===== src/rtl/dbus_gpio_timer_if.sv =====
// dBus peripheral port: single-cycle command, read data returned one cycle later.
interface dbus_gpio_timer_if;
  logic        cmd_valid;
  logic        cmd_ready;
  logic        cmd_wr;
  logic [7:0]  cmd_addr;
  logic [31:0] cmd_data;
  logic [1:0]  cmd_size;
  logic        rsp_ready;
  logic        rsp_error;
  logic [31:0] rsp_data;

  modport master (
    output cmd_valid, cmd_wr, cmd_addr, cmd_data, cmd_size,
    input  cmd_ready, rsp_ready, rsp_error, rsp_data
  );

  modport slave (
    input  cmd_valid, cmd_wr, cmd_addr, cmd_data, cmd_size,
    output cmd_ready, rsp_ready, rsp_error, rsp_data
  );
endinterface


===== src/rtl/dbus_gpio_timer.sv =====
// GPIO out/in banks with rising-edge capture and a prescaled compare-match timer,
// exposed as a zero-wait-state dBus slave with one-cycle read latency.

// One GPIO input: 2-FF synchroniser, primed edge detector, sticky rise flag.
module dbus_gpio_timer_lane (
  input  logic clk,
  input  logic reset,
  input  logic pin,
  input  logic w1c,
  output logic sync_o,
  output logic rise_o,
  output logic rise_nxt_o
);
  logic sync1_q, sync1_d, sync2_q, sync2_d;
  logic prev_q, prev_d, primed_q, primed_d, rise_q, rise_d;

  // The first sample after reset only primes prev; a same-cycle edge beats W1C.
  always_comb begin
    sync1_d  = pin;
    sync2_d  = sync1_q;
    prev_d   = sync2_q;
    primed_d = 1'b1;
    rise_d   = (rise_q & ~w1c) | (primed_q & sync2_q & ~prev_q);
  end

  always_ff @(posedge clk or posedge reset) begin
    if (reset) begin
      sync1_q  <= 1'b0;
      sync2_q  <= 1'b0;
      prev_q   <= 1'b0;
      primed_q <= 1'b0;
      rise_q   <= 1'b0;
    end else begin
      sync1_q  <= sync1_d;
      sync2_q  <= sync2_d;
      prev_q   <= prev_d;
      primed_q <= primed_d;
      rise_q   <= rise_d;
    end
  end

  assign sync_o     = sync2_q;
  assign rise_o     = rise_q;
  assign rise_nxt_o = rise_d;
endmodule

module dbus_gpio_timer #(
  parameter int                 NUM_OUT    = 3,
  parameter int                 NUM_IN     = 1,
  parameter logic [NUM_OUT-1:0] OUT_INVERT = 3'b111,
  parameter logic [NUM_OUT-1:0] OUT_RESET  = '0,
  parameter int                 TIMER_BITS = 32,
  parameter bit                 SIM_FLAG   = 1'b0
) (
  input  logic                  clk,
  input  logic                  reset,
  dbus_gpio_timer_if.slave      bus,
  output logic [NUM_OUT-1:0]    gpio_out,
  input  logic [NUM_IN-1:0]     gpio_in,
  output logic                  timer_irq,
  output logic                  gpio_irq
);
  localparam logic [5:0] R_OUT  = 6'd0;
  localparam logic [5:0] R_SET  = 6'd1;
  localparam logic [5:0] R_CLR  = 6'd2;
  localparam logic [5:0] R_IN   = 6'd3;
  localparam logic [5:0] R_RISE = 6'd4;
  localparam logic [5:0] R_IEN  = 6'd5;
  localparam logic [5:0] R_CTRL = 6'd6;
  localparam logic [5:0] R_CMP  = 6'd7;
  localparam logic [5:0] R_CNT  = 6'd8;
  localparam logic [5:0] R_ID   = 6'd9;

  logic [5:0]  idx;
  logic        rd_en, wr_en;
  logic [3:0]  be;
  logic [31:0] wmask, wdat;

  logic [NUM_OUT-1:0]    out_q, out_d, gpio_out_q, gpio_out_d;
  logic [NUM_IN-1:0]     ien_q, ien_d;
  logic [NUM_IN-1:0]     in_sync, in_rise, in_rise_nxt, rise_w1c;
  logic                  en_q, en_d, ar_q, ar_d, ie_q, ie_d, pend_q, pend_d;
  logic [7:0]            p_q, p_d, psc_q, psc_d;
  logic [TIMER_BITS-1:0] cmp_q, cmp_d, cnt_q, cnt_d;
  logic                  tick, match;
  logic                  timer_irq_q, timer_irq_d, gpio_irq_q, gpio_irq_d;
  logic                  rsp_ready_q, rsp_ready_d, rsp_error_q, rsp_error_d;
  logic [31:0]           rsp_data_q, rsp_data_d, rd_val;
  logic                  rd_err;

  assign idx   = bus.cmd_addr[7:2];
  assign rd_en = bus.cmd_valid & ~bus.cmd_wr;
  assign wr_en = bus.cmd_valid & bus.cmd_wr;

  always_comb begin
    case (bus.cmd_size)
      2'd0:    be = 4'b0001 << bus.cmd_addr[1:0];
      2'd1:    be = 4'b0011 << bus.cmd_addr[1:0];
      default: be = 4'b1111;
    endcase
    wmask = {{8{be[3]}}, {8{be[2]}}, {8{be[1]}}, {8{be[0]}}};
    wdat  = bus.cmd_data & wmask;
  end

  assign rise_w1c = (wr_en && idx == R_RISE) ? wdat[NUM_IN-1:0] : '0;

  for (genvar i = 0; i < NUM_IN; i++) begin : g_lane
    dbus_gpio_timer_lane u_lane (
      .clk        (clk),
      .reset      (reset),
      .pin        (gpio_in[i]),
      .w1c        (rise_w1c[i]),
      .sync_o     (in_sync[i]),
      .rise_o     (in_rise[i]),
      .rise_nxt_o (in_rise_nxt[i])
    );
  end

  // Read mux sees pre-update state; unmapped offsets flag an error.
  always_comb begin
    rd_val = '0;
    rd_err = 1'b0;
    case (idx)
      R_OUT:        rd_val = 32'(out_q);
      R_SET, R_CLR: rd_val = '0;
      R_IN:         rd_val = 32'(in_sync);
      R_RISE:       rd_val = 32'(in_rise);
      R_IEN:        rd_val = 32'(ien_q);
      R_CTRL:       rd_val = {8'b0, p_q, 7'b0, pend_q, 5'b0, ie_q, ar_q, en_q};
      R_CMP:        rd_val = 32'(cmp_q);
      R_CNT:        rd_val = 32'(cnt_q);
      R_ID:         rd_val = {8'(NUM_OUT), 8'(NUM_IN), 8'(TIMER_BITS), 7'b0, SIM_FLAG};
      default:      rd_err = 1'b1;
    endcase
    rsp_ready_d = rd_en;
    rsp_data_d  = rd_en ? rd_val : '0;
    rsp_error_d = rd_en & rd_err;
  end

  always_comb begin
    out_d = out_q;
    if (wr_en && idx == R_OUT) out_d = (out_q & ~wmask[NUM_OUT-1:0]) | wdat[NUM_OUT-1:0];
    if (wr_en && idx == R_SET) out_d = out_q | wdat[NUM_OUT-1:0];
    if (wr_en && idx == R_CLR) out_d = out_q & ~wdat[NUM_OUT-1:0];
    gpio_out_d = out_d ^ OUT_INVERT;

    ien_d = ien_q;
    if (wr_en && idx == R_IEN) ien_d = (ien_q & ~wmask[NUM_IN-1:0]) | wdat[NUM_IN-1:0];
    gpio_irq_d = |(in_rise_nxt & ien_d);
  end

  // Timer: CPU CNT writes override the tick update, match still sets pending.
  always_comb begin
    tick  = en_q && (psc_q == p_q);
    match = tick && (cnt_q == cmp_q);
    psc_d = (!en_q || tick) ? 8'd0 : psc_q + 8'd1;
    cnt_d = match ? '0 : (tick ? cnt_q + TIMER_BITS'(1) : cnt_q);
    en_d  = (match && !ar_q) ? 1'b0 : en_q;
    ar_d  = ar_q;
    ie_d  = ie_q;
    p_d   = p_q;
    pend_d = pend_q;
    cmp_d = cmp_q;
    if (wr_en && idx == R_CTRL) begin
      if (be[0]) begin
        en_d = bus.cmd_data[0];
        ar_d = bus.cmd_data[1];
        ie_d = bus.cmd_data[2];
      end
      if (be[1] && bus.cmd_data[8]) pend_d = 1'b0;
      if (be[2]) p_d = bus.cmd_data[23:16];
    end
    if (match) pend_d = 1'b1;
    if (wr_en && idx == R_CMP)
      cmp_d = (cmp_q & ~wmask[TIMER_BITS-1:0]) | wdat[TIMER_BITS-1:0];
    if (wr_en && idx == R_CNT)
      cnt_d = (cnt_q & ~wmask[TIMER_BITS-1:0]) | wdat[TIMER_BITS-1:0];
    timer_irq_d = pend_d & ie_d;
  end

  always_ff @(posedge clk or posedge reset) begin
    if (reset) begin
      out_q       <= OUT_RESET;
      gpio_out_q  <= OUT_RESET ^ OUT_INVERT;
      ien_q       <= '0;
      en_q        <= 1'b0;
      ar_q        <= 1'b0;
      ie_q        <= 1'b0;
      pend_q      <= 1'b0;
      p_q         <= '0;
      psc_q       <= '0;
      cmp_q       <= '0;
      cnt_q       <= '0;
      timer_irq_q <= 1'b0;
      gpio_irq_q  <= 1'b0;
      rsp_ready_q <= 1'b0;
      rsp_error_q <= 1'b0;
      rsp_data_q  <= '0;
    end else begin
      out_q       <= out_d;
      gpio_out_q  <= gpio_out_d;
      ien_q       <= ien_d;
      en_q        <= en_d;
      ar_q        <= ar_d;
      ie_q        <= ie_d;
      pend_q      <= pend_d;
      p_q         <= p_d;
      psc_q       <= psc_d;
      cmp_q       <= cmp_d;
      cnt_q       <= cnt_d;
      timer_irq_q <= timer_irq_d;
      gpio_irq_q  <= gpio_irq_d;
      rsp_ready_q <= rsp_ready_d;
      rsp_error_q <= rsp_error_d;
      rsp_data_q  <= rsp_data_d;
    end
  end

  assign bus.cmd_ready = 1'b1;
  assign bus.rsp_ready = rsp_ready_q;
  assign bus.rsp_error = rsp_error_q;
  assign bus.rsp_data  = rsp_data_q;
  assign gpio_out      = gpio_out_q;
  assign timer_irq     = timer_irq_q;
  assign gpio_irq      = gpio_irq_q;
endmodule


===== src/flat_wrapper.sv =====
// flat-port wrapper written by rule: the top's interface ports become plain ports
module dbus_gpio_timer_flat 
#(
  parameter int                 NUM_OUT    = 3,
  parameter int                 NUM_IN     = 1,
  parameter logic [NUM_OUT-1:0] OUT_INVERT = 3'b111,
  parameter logic [NUM_OUT-1:0] OUT_RESET  = '0,
  parameter int                 TIMER_BITS = 32,
  parameter bit                 SIM_FLAG   = 1'b0
)
  (clk, reset, gpio_out, gpio_in, timer_irq, gpio_irq, bus_cmd_valid, bus_cmd_wr, bus_cmd_addr, bus_cmd_data, bus_cmd_size, bus_cmd_ready, bus_rsp_ready, bus_rsp_error, bus_rsp_data);
  dbus_gpio_timer_if bus_i ();
  input  logic clk;
  input  logic reset;
  output logic [NUM_OUT-1:0] gpio_out;
  input  logic [NUM_IN-1:0] gpio_in;
  output logic timer_irq;
  output logic gpio_irq;
  input wire logic [$bits(bus_i.cmd_valid)-1:0] bus_cmd_valid;
  input wire logic [$bits(bus_i.cmd_wr)-1:0] bus_cmd_wr;
  input wire logic [$bits(bus_i.cmd_addr)-1:0] bus_cmd_addr;
  input wire logic [$bits(bus_i.cmd_data)-1:0] bus_cmd_data;
  input wire logic [$bits(bus_i.cmd_size)-1:0] bus_cmd_size;
  output wire logic [$bits(bus_i.cmd_ready)-1:0] bus_cmd_ready;
  output wire logic [$bits(bus_i.rsp_ready)-1:0] bus_rsp_ready;
  output wire logic [$bits(bus_i.rsp_error)-1:0] bus_rsp_error;
  output wire logic [$bits(bus_i.rsp_data)-1:0] bus_rsp_data;
  assign bus_i.cmd_valid = bus_cmd_valid;
  assign bus_i.cmd_wr = bus_cmd_wr;
  assign bus_i.cmd_addr = bus_cmd_addr;
  assign bus_i.cmd_data = bus_cmd_data;
  assign bus_i.cmd_size = bus_cmd_size;
  assign bus_cmd_ready = bus_i.cmd_ready;
  assign bus_rsp_ready = bus_i.rsp_ready;
  assign bus_rsp_error = bus_i.rsp_error;
  assign bus_rsp_data = bus_i.rsp_data;
  dbus_gpio_timer #(.NUM_OUT(NUM_OUT), .NUM_IN(NUM_IN), .OUT_INVERT(OUT_INVERT), .OUT_RESET(OUT_RESET), .TIMER_BITS(TIMER_BITS), .SIM_FLAG(SIM_FLAG)) u_core (.clk(clk), .reset(reset), .bus(bus_i), .gpio_out(gpio_out), .gpio_in(gpio_in), .timer_irq(timer_irq), .gpio_irq(gpio_irq));
endmodule

===== config.mk =====
export PLATFORM = sky130hd
export DESIGN_NAME = dbus_gpio_timer_flat
export DESIGN_NICKNAME = d
export VERILOG_FILES = /design/src/rtl/dbus_gpio_timer_if.sv /design/src/rtl/dbus_gpio_timer.sv /design/src/flat_wrapper.sv
export SDC_FILE = /design/constraint.sdc
export NUM_CORES = 1
export LEC_CHECK = 0
export CAP_MARGIN = 5
export CORE_MARGIN = 1
export CORE_UTILIZATION = 30
export DETAILED_ROUTE_END_ITERATION = 7
export SLEW_MARGIN = 20
export SYNTH_ARGS = -nofsm -noshare
export SYNTH_HDL_FRONTEND = slang
export SYNTH_SLANG_ARGS = --single-unit

===== constraint.sdc =====
create_clock -name clk -period 4.8 [get_ports clk]
set_clock_uncertainty 0.15 [all_clocks]
set_input_delay 0.72 -clock clk [delete_from_list [all_inputs] [get_ports clk]]
set_output_delay 0.72 -clock clk [all_outputs]
set_load 0.02 [all_outputs]

==> results.json <==
{
  "syn_inst": 671,
  "ctsHtreeMaxLevel": 4,
  "slew-limit-headroom_pct": 30.3,
  "die-area_um2": 23000,
  "rsz0062_at_grt": "no",
  "grt_pass1_vias": 5511,
  "port_buffers": 85,
  "synth-edff-count": 0,
  "instances_no_fill": 1046,
  "dpl_cell_area_um2": 7860,
  "grt_pass1_wl_um": 30800,
  "critPathLaunchType": "input port",
  "reg2reg_depth": 7,
  "min_path_type": "register to register",
  "route.detailed.wl_per_inst_um": 18.6,
  "async_flop_share_pct": 100,
  "synth_warnings": 0,
  "clk_pin_slew_ns": 0.06,
  "clk_path_buf_depth": 2,
  "required_ns": 4.98,
  "fin_crit_sh_pct": 65.4,
  "drt_iter0_markers": 624,
  "layout_commonest_cell": "dfrtp_1",
  "synth_area_per_cell_um2": 10.0,
  "top_layer": "met4",
  "yosysUniqueCellTypes": 58,
  "fillers": 2198,
  "cts_buffers": 17,
  "die_y_um": 152,
  "wl_met1_um": 8890,
  "drc": 0,
  "hpwl_um": 13700,
  "ys_seq_elements": 132,
  "met3_length_um": 1230,
  "cts_resized": 0,
  "coreArea_um2": 21900,
  "cts_root_buf": "clkbuf_16",
  "cts_sinks": 132,
  "synthToLayoutAreaGrowth_pct": 27.4,
  "final_util_pct": 39.1,
  "initial_core_util_pct": 30.7,
  "place_inst": 1014,
  "finalNetCount": 802,
  "die_w_um": 152,
  "mostFrequentLayoutCells": "dfrtp_1 (129), clkdlybuf4s50_1 (85), nand2_1 (69)",
  "finalHoldViolations": 0,
  "routed_wl_um": 19500,
  "post-route-min-period_ns": 3.14,
  "leakage_nw": 3.57,
  "clock.fmax_mhz": 318,
  "critPathMaxFanout": 21,
  "power_w": 0.00372,
  "place_congestion": 0.911,
  "clock_latency_ns": 0.42,
  "tns_ns": 0,
  "post_cts_buffers": 0,
  "wl_met2_um": 8970,
  "drive_gt1_share_pct": 13.2,
  "ctsHoldBuffers": 0,
  "grt_start_max_net_pins": 104,
  "maxSlewViolCount": 0,
  "seqCellArea_um2": 3310,
  "multi_input_area_um2": 3140,
  "ir_drop_v": 0.000236,
  "overflow": 0,
  "antenna_found_initial": 0,
  "ant_nets": 0,
  "endpoint_kind": "register",
  "tightest_slew_ns": 1.04,
  "cellPowerDensity_nw_per_um2": 434,
  "path_class": "input port to register",
  "cap_viol_max_count": 0,
  "antenna_cells": 0,
  "vias": 5602,
  "yosysSeqAreaShare_pct": 49.2,
  "ys.flop_type": "dfrtp_1",
  "crit_arrival_ns": 3.32,
  "min_path_cells": 0,
  "ios": 87,
  "cts_tree": "done",
  "first_pass_iters": 8,
  "rows": 54,
  "grt_usage_pct": 17.9,
  "outcome": "finished clean",
  "syn-cell-area_um2": 6720,
  "stdcell_area_um2": 8550,
  "viasPerCell": 5.36,
  "setup_violations": 0
}
-- cell usage after synthesis, types with 14 or more instances --
| master | instances | area, µm² |
|---|---|---|
| a21oi_1 | 21 | 105 |
| a22oi_1 | 31 | 233 |
| and3_1 | 17 | 106 |
| clkbuf_1 | 17 | 63.8 |
| dfrtp_1 | 129 | 3230 |
| inv_1 | 23 | 86.3 |
| mux2_2 | 42 | 473 |
| nand2_1 | 69 | 259 |
| nand3_1 | 29 | 145 |
| nand4_1 | 24 | 150 |
| nor2_1 | 49 | 184 |
| nor4_1 | 18 | 113 |
| o21ai_0 | 20 | 100 |
| o221ai_1 | 14 | 123 |
| xnor2_1 | 33 | 289 |
-- power by group --
group | switching [W] | internal (W)
clock | 0.000488 | 0.00104
sequential | 0.000142 | 0.00121
combinational | 0.000499 | 0.000335
total | 0.00113 | 0.00259
-- routing by layer --
layer / up-vias / track usage [%]
met5: - / 0
met3: 29 / 4.34
met1: 2764 / 24.7
li1: 2619 / -
met2: 190 / 27.4
met4: 0 / 5.69
-- kinds of logic after synthesis --
family                     share of synthesized area, %
adders and majority gates                         0.373
and+or+nand+nor                                    19.3
xor gates and xnor gates                           6.00
DFF                                                49.2
muxes                                              7.04
AOI/OAI and AO/OA                                  13.9
other                                            0.0558
buffers and inverters                              4.15
-- critical path, stage by stage --
cell and delay, ns:
clkdlybuf4s50_1 0.60, nor4bb_1 0.40, nand2_1 0.38, buf_4 0.35, a21oi_1 0.57, a21oi_1 0.10
o221ai_1 0.19
-- final timing paths --
check,from,to,slack (ns)
max,bus_cmd_addr[3],register,1.66
min,u_core.g_lane[0].u_lane.sync1_q$_DFF_PP0_,u_core.g_lane[0].u_lane.sync_o$_DFF_PP0_,0.20
max reg2reg,u_core.psc_q[0]$_DFF_PP0_,register,2.01
min reg2reg,u_core.g_lane[0].u_lane.sync1_q$_DFF_PP0_,u_core.g_lane[0].u_lane.sync_o$_DFF_PP0_,0.20
max in group asynchronous,reset,asynchronous set/reset pin,2.94
min in group asynchronous,reset,u_core.bus.rsp_error$_DFF_PP0_,0.75
-- layout make-up --
cell class	count	area share [%]
clock buffers	24	5.87
clock inverters	8	2.25
inverters	23	1.07
multi-input cells	478	36.7
flip-flops and latches	132	38.7
well taps	280	4.10
repair buffers	101	11.4
-- per-stage QoR --
stage / worst slack [ns] / hold slack (ns)
2_1_floorplan: 0.409 / 0.181
3_3_place_gp: 1.35 / 0.182
3_5_place_dp: 1.28 / 0.188
4_1_cts: 1.72 / 0.201
5_1_grt: 1.52 / 0.210
6_report: 1.66 / 0.199
Note: power is estimated with default switching activity, not from simulation.
